$ cat config.mk
export PLATFORM = sky130hd
export DESIGN_NAME = serial_link_sync_ctrl
export DESIGN_NICKNAME = d
export VERILOG_FILES = /design/src/rtl/serial_link_sync_ctrl_pkg.sv /design/src/rtl/serial_link_sync_ctrl_framer.sv /design/src/rtl/serial_link_sync_ctrl.sv
export SDC_FILE = /design/constraint.sdc
export NUM_CORES = 1
export LEC_CHECK = 0
export ABC_AREA = 1
export ABC_CLOCK_PERIOD_IN_PS = 1800
export BUFFER_PORTS_ARGS = -buffer_cell sky130_fd_sc_hd__buf_2
export CAP_MARGIN = 15
export CORE_MARGIN = 2
export CORE_UTILIZATION = 50
export CTS_CLUSTER_DIAMETER = 50
export DETAILED_ROUTE_END_ITERATION = 8
export PLACE_DENSITY_LB_ADDON = 0.08
export SYNTH_ARGS = -nofsm -noshare
export SYNTH_HDL_FRONTEND = slang
export SYNTH_SLANG_ARGS = --single-unit
$ cat constraint.sdc
create_clock -name clk_32f -period 1.8 [get_ports clk_32f]
set_input_delay 0 -clock clk_32f [delete_from_list [all_inputs] [get_ports clk_32f]]
set_output_delay 0 -clock clk_32f [all_outputs]
set_load 0.03 [all_outputs]
$ cat src/rtl/serial_link_sync_ctrl_pkg.sv
// serial_link_sync_ctrl_pkg: shared state encoding and symbol defaults for the serial link sync controller
package serial_link_sync_ctrl_pkg;
    typedef enum logic [1:0] {
        HUNT   = 2'd0,
        SYNC   = 2'd1,
        ACTIVE = 2'd2,
        UPSET  = 2'd3
    } sls_state_e;
    localparam logic [7:0] COMMA_DEF      = 8'hBC;
    localparam logic [7:0] IDLE_DEF       = 8'h7C;
    localparam int         COMMA_CNT_DEF  = 4;
    localparam int         WDOG_BYTES_DEF = 16;
endpackage

$ cat src/rtl/serial_link_sync_ctrl_framer.sv
// sls_framer: serial shift register, byte framing counter and symbol compare
module sls_framer
    import serial_link_sync_ctrl_pkg::*;
#(
    parameter logic [7:0] COMMA    = COMMA_DEF,
    parameter logic [7:0] IDLE_SYM = IDLE_DEF
) (
    input  logic       clk_32f,
    input  logic       reset,
    input  logic       data_in,
    input  logic       align,
    input  logic       clr,
    output logic [7:0] sr_next,
    output logic       boundary,
    output logic       is_comma,
    output logic       is_idle
);
    // only seven history bits are needed: the eighth comes from data_in
    logic [6:0] sr;
    logic [2:0] bit_cnt;
    assign sr_next  = {sr, data_in};
    assign boundary = bit_cnt == 3'd7;
    assign is_comma = sr_next == COMMA;
    assign is_idle  = sr_next == IDLE_SYM;
    always_ff @(posedge clk_32f or negedge reset) begin
        if (!reset) begin
            sr      <= '0;
            bit_cnt <= '0;
        end else begin
            sr      <= sr_next[6:0];
            bit_cnt <= (align || clr) ? 3'd0 : bit_cnt + 3'd1;
        end
    end
endmodule

$ cat src/rtl/serial_link_sync_ctrl.sv
// serial_link_sync_ctrl: comma hunt, link activation and byte framing for the serial receive path.
// Define SLS_LOCK_LOSS_EN to add the ACTIVE data-byte watchdog (WDOG_BYTES).
module serial_link_sync_ctrl
    import serial_link_sync_ctrl_pkg::*;
#(
    parameter logic [7:0] COMMA     = COMMA_DEF,
    parameter logic [7:0] IDLE_SYM  = IDLE_DEF,
    parameter int         COMMA_CNT = COMMA_CNT_DEF
`ifdef SLS_LOCK_LOSS_EN
    ,
    parameter int         WDOG_BYTES = WDOG_BYTES_DEF
`endif
) (
    input  logic       clk_32f,
    input  logic       reset,
    input  logic       enable,
    input  logic       data_in,
    output logic [7:0] data_out,
    output logic       byte_valid,
    output logic       active,
    output logic       IDLEOut,
    output logic [1:0] lock_state
);
    sls_state_e state, state_d;
    logic [3:0] comma_cnt, comma_d;
    logic [7:0] sr_next, data_d;
    logic       boundary, is_comma, is_idle, align;
    logic       active_d, idle_d, bv_d;
`ifdef SLS_LOCK_LOSS_EN
    logic [7:0] wd_cnt, wd_d;
`endif
    sls_framer #(.COMMA(COMMA), .IDLE_SYM(IDLE_SYM)) u_framer (
        .clk_32f (clk_32f),
        .reset   (reset),
        .data_in (data_in),
        .align   (align),
        .clr     (!enable),
        .sr_next (sr_next),
        .boundary(boundary),
        .is_comma(is_comma),
        .is_idle (is_idle)
    );
    assign lock_state = state;
    always_comb begin
        state_d  = state;
        comma_d  = comma_cnt;
        active_d = active;
        idle_d   = IDLEOut;
        data_d   = data_out;
        bv_d     = 1'b0;
        align    = 1'b0;
`ifdef SLS_LOCK_LOSS_EN
        wd_d     = wd_cnt;
`endif
        if (!enable) begin
            state_d  = HUNT;
            comma_d  = '0;
            active_d = 1'b0;
            idle_d   = 1'b0;
`ifdef SLS_LOCK_LOSS_EN
            wd_d     = '0;
`endif
        end else begin
            case (state)
                HUNT: if (is_comma) begin
                    align    = 1'b1;
                    comma_d  = 4'd1;
                    state_d  = (COMMA_CNT == 1) ? ACTIVE : SYNC;
                    active_d = COMMA_CNT == 1;
                end
                SYNC: if (boundary) begin
                    comma_d  = is_comma ? comma_cnt + 4'd1 : 4'd0;
                    state_d  = !is_comma ? HUNT : (comma_d == 4'(COMMA_CNT)) ? ACTIVE : SYNC;
                    active_d = is_comma && comma_d == 4'(COMMA_CNT);
                end
                ACTIVE: if (boundary) begin
`ifdef SLS_LOCK_LOSS_EN
                    wd_d = '0;
`endif
                    if (is_idle) begin
                        idle_d = 1'b1;
                    end else if (!is_comma) begin
                        data_d = sr_next;
                        bv_d   = 1'b1;
                        idle_d = 1'b0;
`ifdef SLS_LOCK_LOSS_EN
                        // the tripping byte is still delivered; only the link drops
                        wd_d = wd_cnt + 8'd1;
                        if (wd_d == 8'(WDOG_BYTES)) begin
                            state_d  = HUNT;
                            active_d = 1'b0;
                            comma_d  = '0;
                            wd_d     = '0;
                        end
`endif
                    end
                end
                default: begin
                    state_d  = HUNT;
                    comma_d  = '0;
                    active_d = 1'b0;
                    idle_d   = 1'b0;
                end
            endcase
        end
    end
    always_ff @(posedge clk_32f or negedge reset) begin
        if (!reset) begin
            state      <= HUNT;
            comma_cnt  <= '0;
            active     <= 1'b0;
            IDLEOut    <= 1'b0;
            data_out   <= '0;
            byte_valid <= 1'b0;
`ifdef SLS_LOCK_LOSS_EN
            wd_cnt     <= '0;
`endif
        end else begin
            state      <= state_d;
            comma_cnt  <= comma_d;
            active     <= active_d;
            IDLEOut    <= idle_d;
            data_out   <= data_d;
            byte_valid <= bv_d;
`ifdef SLS_LOCK_LOSS_EN
            wd_cnt     <= wd_d;
`endif
        end
    end
endmodule

==> impl_metrics.py <==
metrics = {
    "grt": {
        "grt-ovfl-total": 0,
        "grt_max_degree": 28,
        "gr-usage-all-layers_pct": 17.1,
        "global_route_wire_length_before_repair_mm": 3.42,
        "antenna_violations_before_repair": 0,
        "grt_pass1_vias": 834,
    },
    "hold_path": {
        "worstHoldPathType": "in2async",
    },
    "synthesis": {
        "seq_area_frac_synth_pct": 55.9,
        "yosysTopAreaCell": "dfrtp_1",
        "synth.area.top_cells": "dfrtp_1, nand2_1, inv_1, nor2_1, o21ai_1",
        "synth.distinct_cells": 20,
        "synth.cell_area_um2": 1210,
        "synth-seq-cells": 27,
        "synth.mux.area_fraction_pct": 0,
        "synth-adder-area-share_pct": 3.11,
        "syn_inst": 139,
        "combinational_family_with_the_most_area_after_synthesis": "simple AND/OR/NAND/NOR gates",
        "xor_and_xnor_fraction_of_the_mapped_netlist_area_pct": 0,
        "yosys.area.top_type_share_pct": 55.9,
        "post_synth_and_or_nand_nor_area_fraction_pct": 26.3,
        "syn-num-nets": 146,
        "synth_compound_area_share_pct": 6.42,
        "synthesis_warning_total": 0,
        "synth.avg_cell_area_um2": 8.70,
    },
    "floorplanning": {
        "fp.dieArea_um2": 2830,
        "start_util_pct": 53.6,
        "top_level_ports": 17,
        "dieWidth_um": 53.2,
        "rows": 17,
        "dieHeight_um": 53.2,
        "core_area_um2": 2250,
    },
    "power_and_ir_drop": {
        "p_leak_nw": 0.779,
        "power_density_nw_per_um2": 781,
        "ir_worst_vdd_mv": 0.522,
    },
    "cts": {
        "tritoncts.num_buffers": 3,
        "cts-root-to-sink-buffers": 2,
        "cts_resized": 0,
        "tritoncts_clock_tree": "yes",
        "htree_num_levels": 1,
        "cts_root_buffer": "clkbuf_4",
        "clk_transition_reported_paths_ns": 0.14,
        "insertion_delay_ns": 0.32,
        "cts.hold.buffers_added": 3,
        "clkSinkCount": 27,
        "post_cts_buffers": 0,
    },
    "layout": {
        "layout-area-overhead-vs-synth_pct": 14.2,
        "final_cell_area_um2": 1380,
        "final_cells": 190,
        "layout.nets": 170,
        "fraction_of_final_layout_cells_sized_beyond_drive_strength_1_pct": 21.0,
        "antenna-diode-count": 0,
    },
    "sta": {
        "period_share_pct": 89.1,
        "timing.final.crit_period_ns": 1.60,
        "fin_worst_skew_ns": 0.00241,
        "fmax_ghz": 0.623,
        "rsz0062_at_grt": "no",
        "total_setup_violations_reported_at_the_end_of_the_flow": 0,
        "finalSetupTns_ns": 0,
        "final-max-slew-violation-count": 0,
        "report.final.hold_viol_count": 0,
        "worstMarginPinSlew_ns": 0.585,
        "max_slew_margin_pct": 61.0,
    },
    "critical_path": {
        "timing.critical_path.required_ns": 2.05,
        "criticalPathCategory": "reg2reg",
        "worst_setup_path_start_kind": "flip-flop",
        "worst_setup_path_end_kind": "flip-flop",
        "critPathArrivalTime_ns": 1.86,
        "crit_fanout": 10,
    },
    "routing": {
        "drt-wirelength-per-cell_um": 10.9,
        "via_count": 921,
        "drt_wl_total_mm": 2.08,
        "drtPass1Iterations": 4,
        "drt_first_iter_violations": 6,
        "ant_nets": 0,
        "drcViolationCount": 0,
        "vias_per_cell": 4.85,
    },
    "placement": {
        "port_buffers": 16,
        "gp_congestion": 0.818,
        "dp_hpwl_mm": 1.53,
        "placedInstanceArea_um2": 1320,
        "dpl.cell_count": 183,
    },
    "run_status": {
        "run_status": "finished clean",
    },
    "run": {
        "cap_violations": 0,
    },
}
-- worst max-delay path, cell delays in order, from the launching register on --
cell	delay, ns
dfrtp_1	0.41
ha_1	0.20
ha_1	0.20
o21ai_0	0.17
inv_1	0.08
nand4_2	0.19
buf_4	0.17
nand2_1	0.04
o21ai_1	0.07
-- cell usage in the layout, fill, tap and decap left out, drive strengths merged --
cell type,netlist,routed
nand4,4,4
buf,1,17
nand3,4,4
o21ai,13,13
a21oi,1,1
or2,1,1
nor2,14,14
dfrtp,27,27
dlygate4sd3,0,3
ha,3,3
inv,23,23
clkbuf,0,3
clkinvlp,0,1
nand2,48,48
-- through the flow --
step	hold WS [ns]	setup slack (ns)	power, mW	util (%)
floorplan	-0.296	0.385	0.779	-
global placement	0.0339	0.275	0.822	58.5
detailed placement	0.0365	0.194	0.825	58.5
CTS	0.203	0.170	1.09	61.2
global route	0.245	0.0483	1.14	61.2
finish	0.189	0.196	1.08	61.2
-- metal layers --
layer  part of all wire, %  global-route usage (%)  wire length (µm)  up-vias
li1                      -                       -                 -      472
met1                    49                    22.1              1010      427
met2                    47                    28.1               977       20
met3                   3.6                    2.54                74        2
met4                  0.82                    7.69                17        0
met5                     0                       0                 0        -
-- logic make-up after synthesis --
logic type      count (synthesis)
simple gates                   71
flops                          27
buf+inv                        24
compound gates                 14
fa+ha+maj                       3
-- layout make-up --
type	count	area [µm²]
Multi-Input combinational cell	88	433
Inverter	23	88.8
Fill cell	217	875
Sequential cell	27	676
Tap cell	28	35.0
Timing Repair Buffer	20	118
Clock buffer	3	22.5
Clock inverter	1	7.51
-- report_power, final --
| group | switching, mW | leakage, nW | total (mW) | internal [mW] |
|---|---|---|---|---|
| Combinational | 0.107 | 0.409 | 0.159 | 0.0517 |
| Clock | 0.176 | 0.0139 | 0.261 | 0.0848 |
| Sequential | 0.0250 | 0.356 | 0.658 | 0.633 |
| Total | 0.309 | 0.779 | 1.08 | 0.770 |
-- synth_stat cells --
master / instances
nand2_1: 45
dfrtp_1: 27
inv_1: 21
nor2_1: 11
o21ai_1: 8
ha_1: 3
nand3_1: 3
nand4_1: 3
nor2_2: 3
o21ai_0: 3
nand2_2: 2
o21ai_2: 2
a21oi_1: 1
buf_6: 1
inv_2: 1
inv_4: 1
nand2_4: 1
nand3_2: 1
nand4_2: 1
or2_4: 1
-- sequential cells by signal (all words and copies together), names as in the netlist --
signal / cells
IDLEOut: 1
active: 1
byte_valid: 1
comma_cnt: 4
data_out: 8
lock_state: 2
u_framer.bit_cnt: 3
u_framer.sr: 7
-- worst paths after layout --
check                                          from  slack (ns)        endpoint  depth (start not counted)
worst max-delay path            u_framer.bit_cnt[0]        0.20     data_out[6]                          8
worst min-delay path                          reset        0.19      byte_valid                          2
max in group asynchronous                     reset        1.23    comma_cnt[3]                          2
min in group clk_32f                        data_in        0.34  u_framer.sr[0]                          2
worst max register to register  u_framer.bit_cnt[0]        0.20     data_out[6]                          8
worst min register to register       u_framer.sr[3]        0.42  u_framer.sr[4]                          0
(Power assumes the default switching activity.)
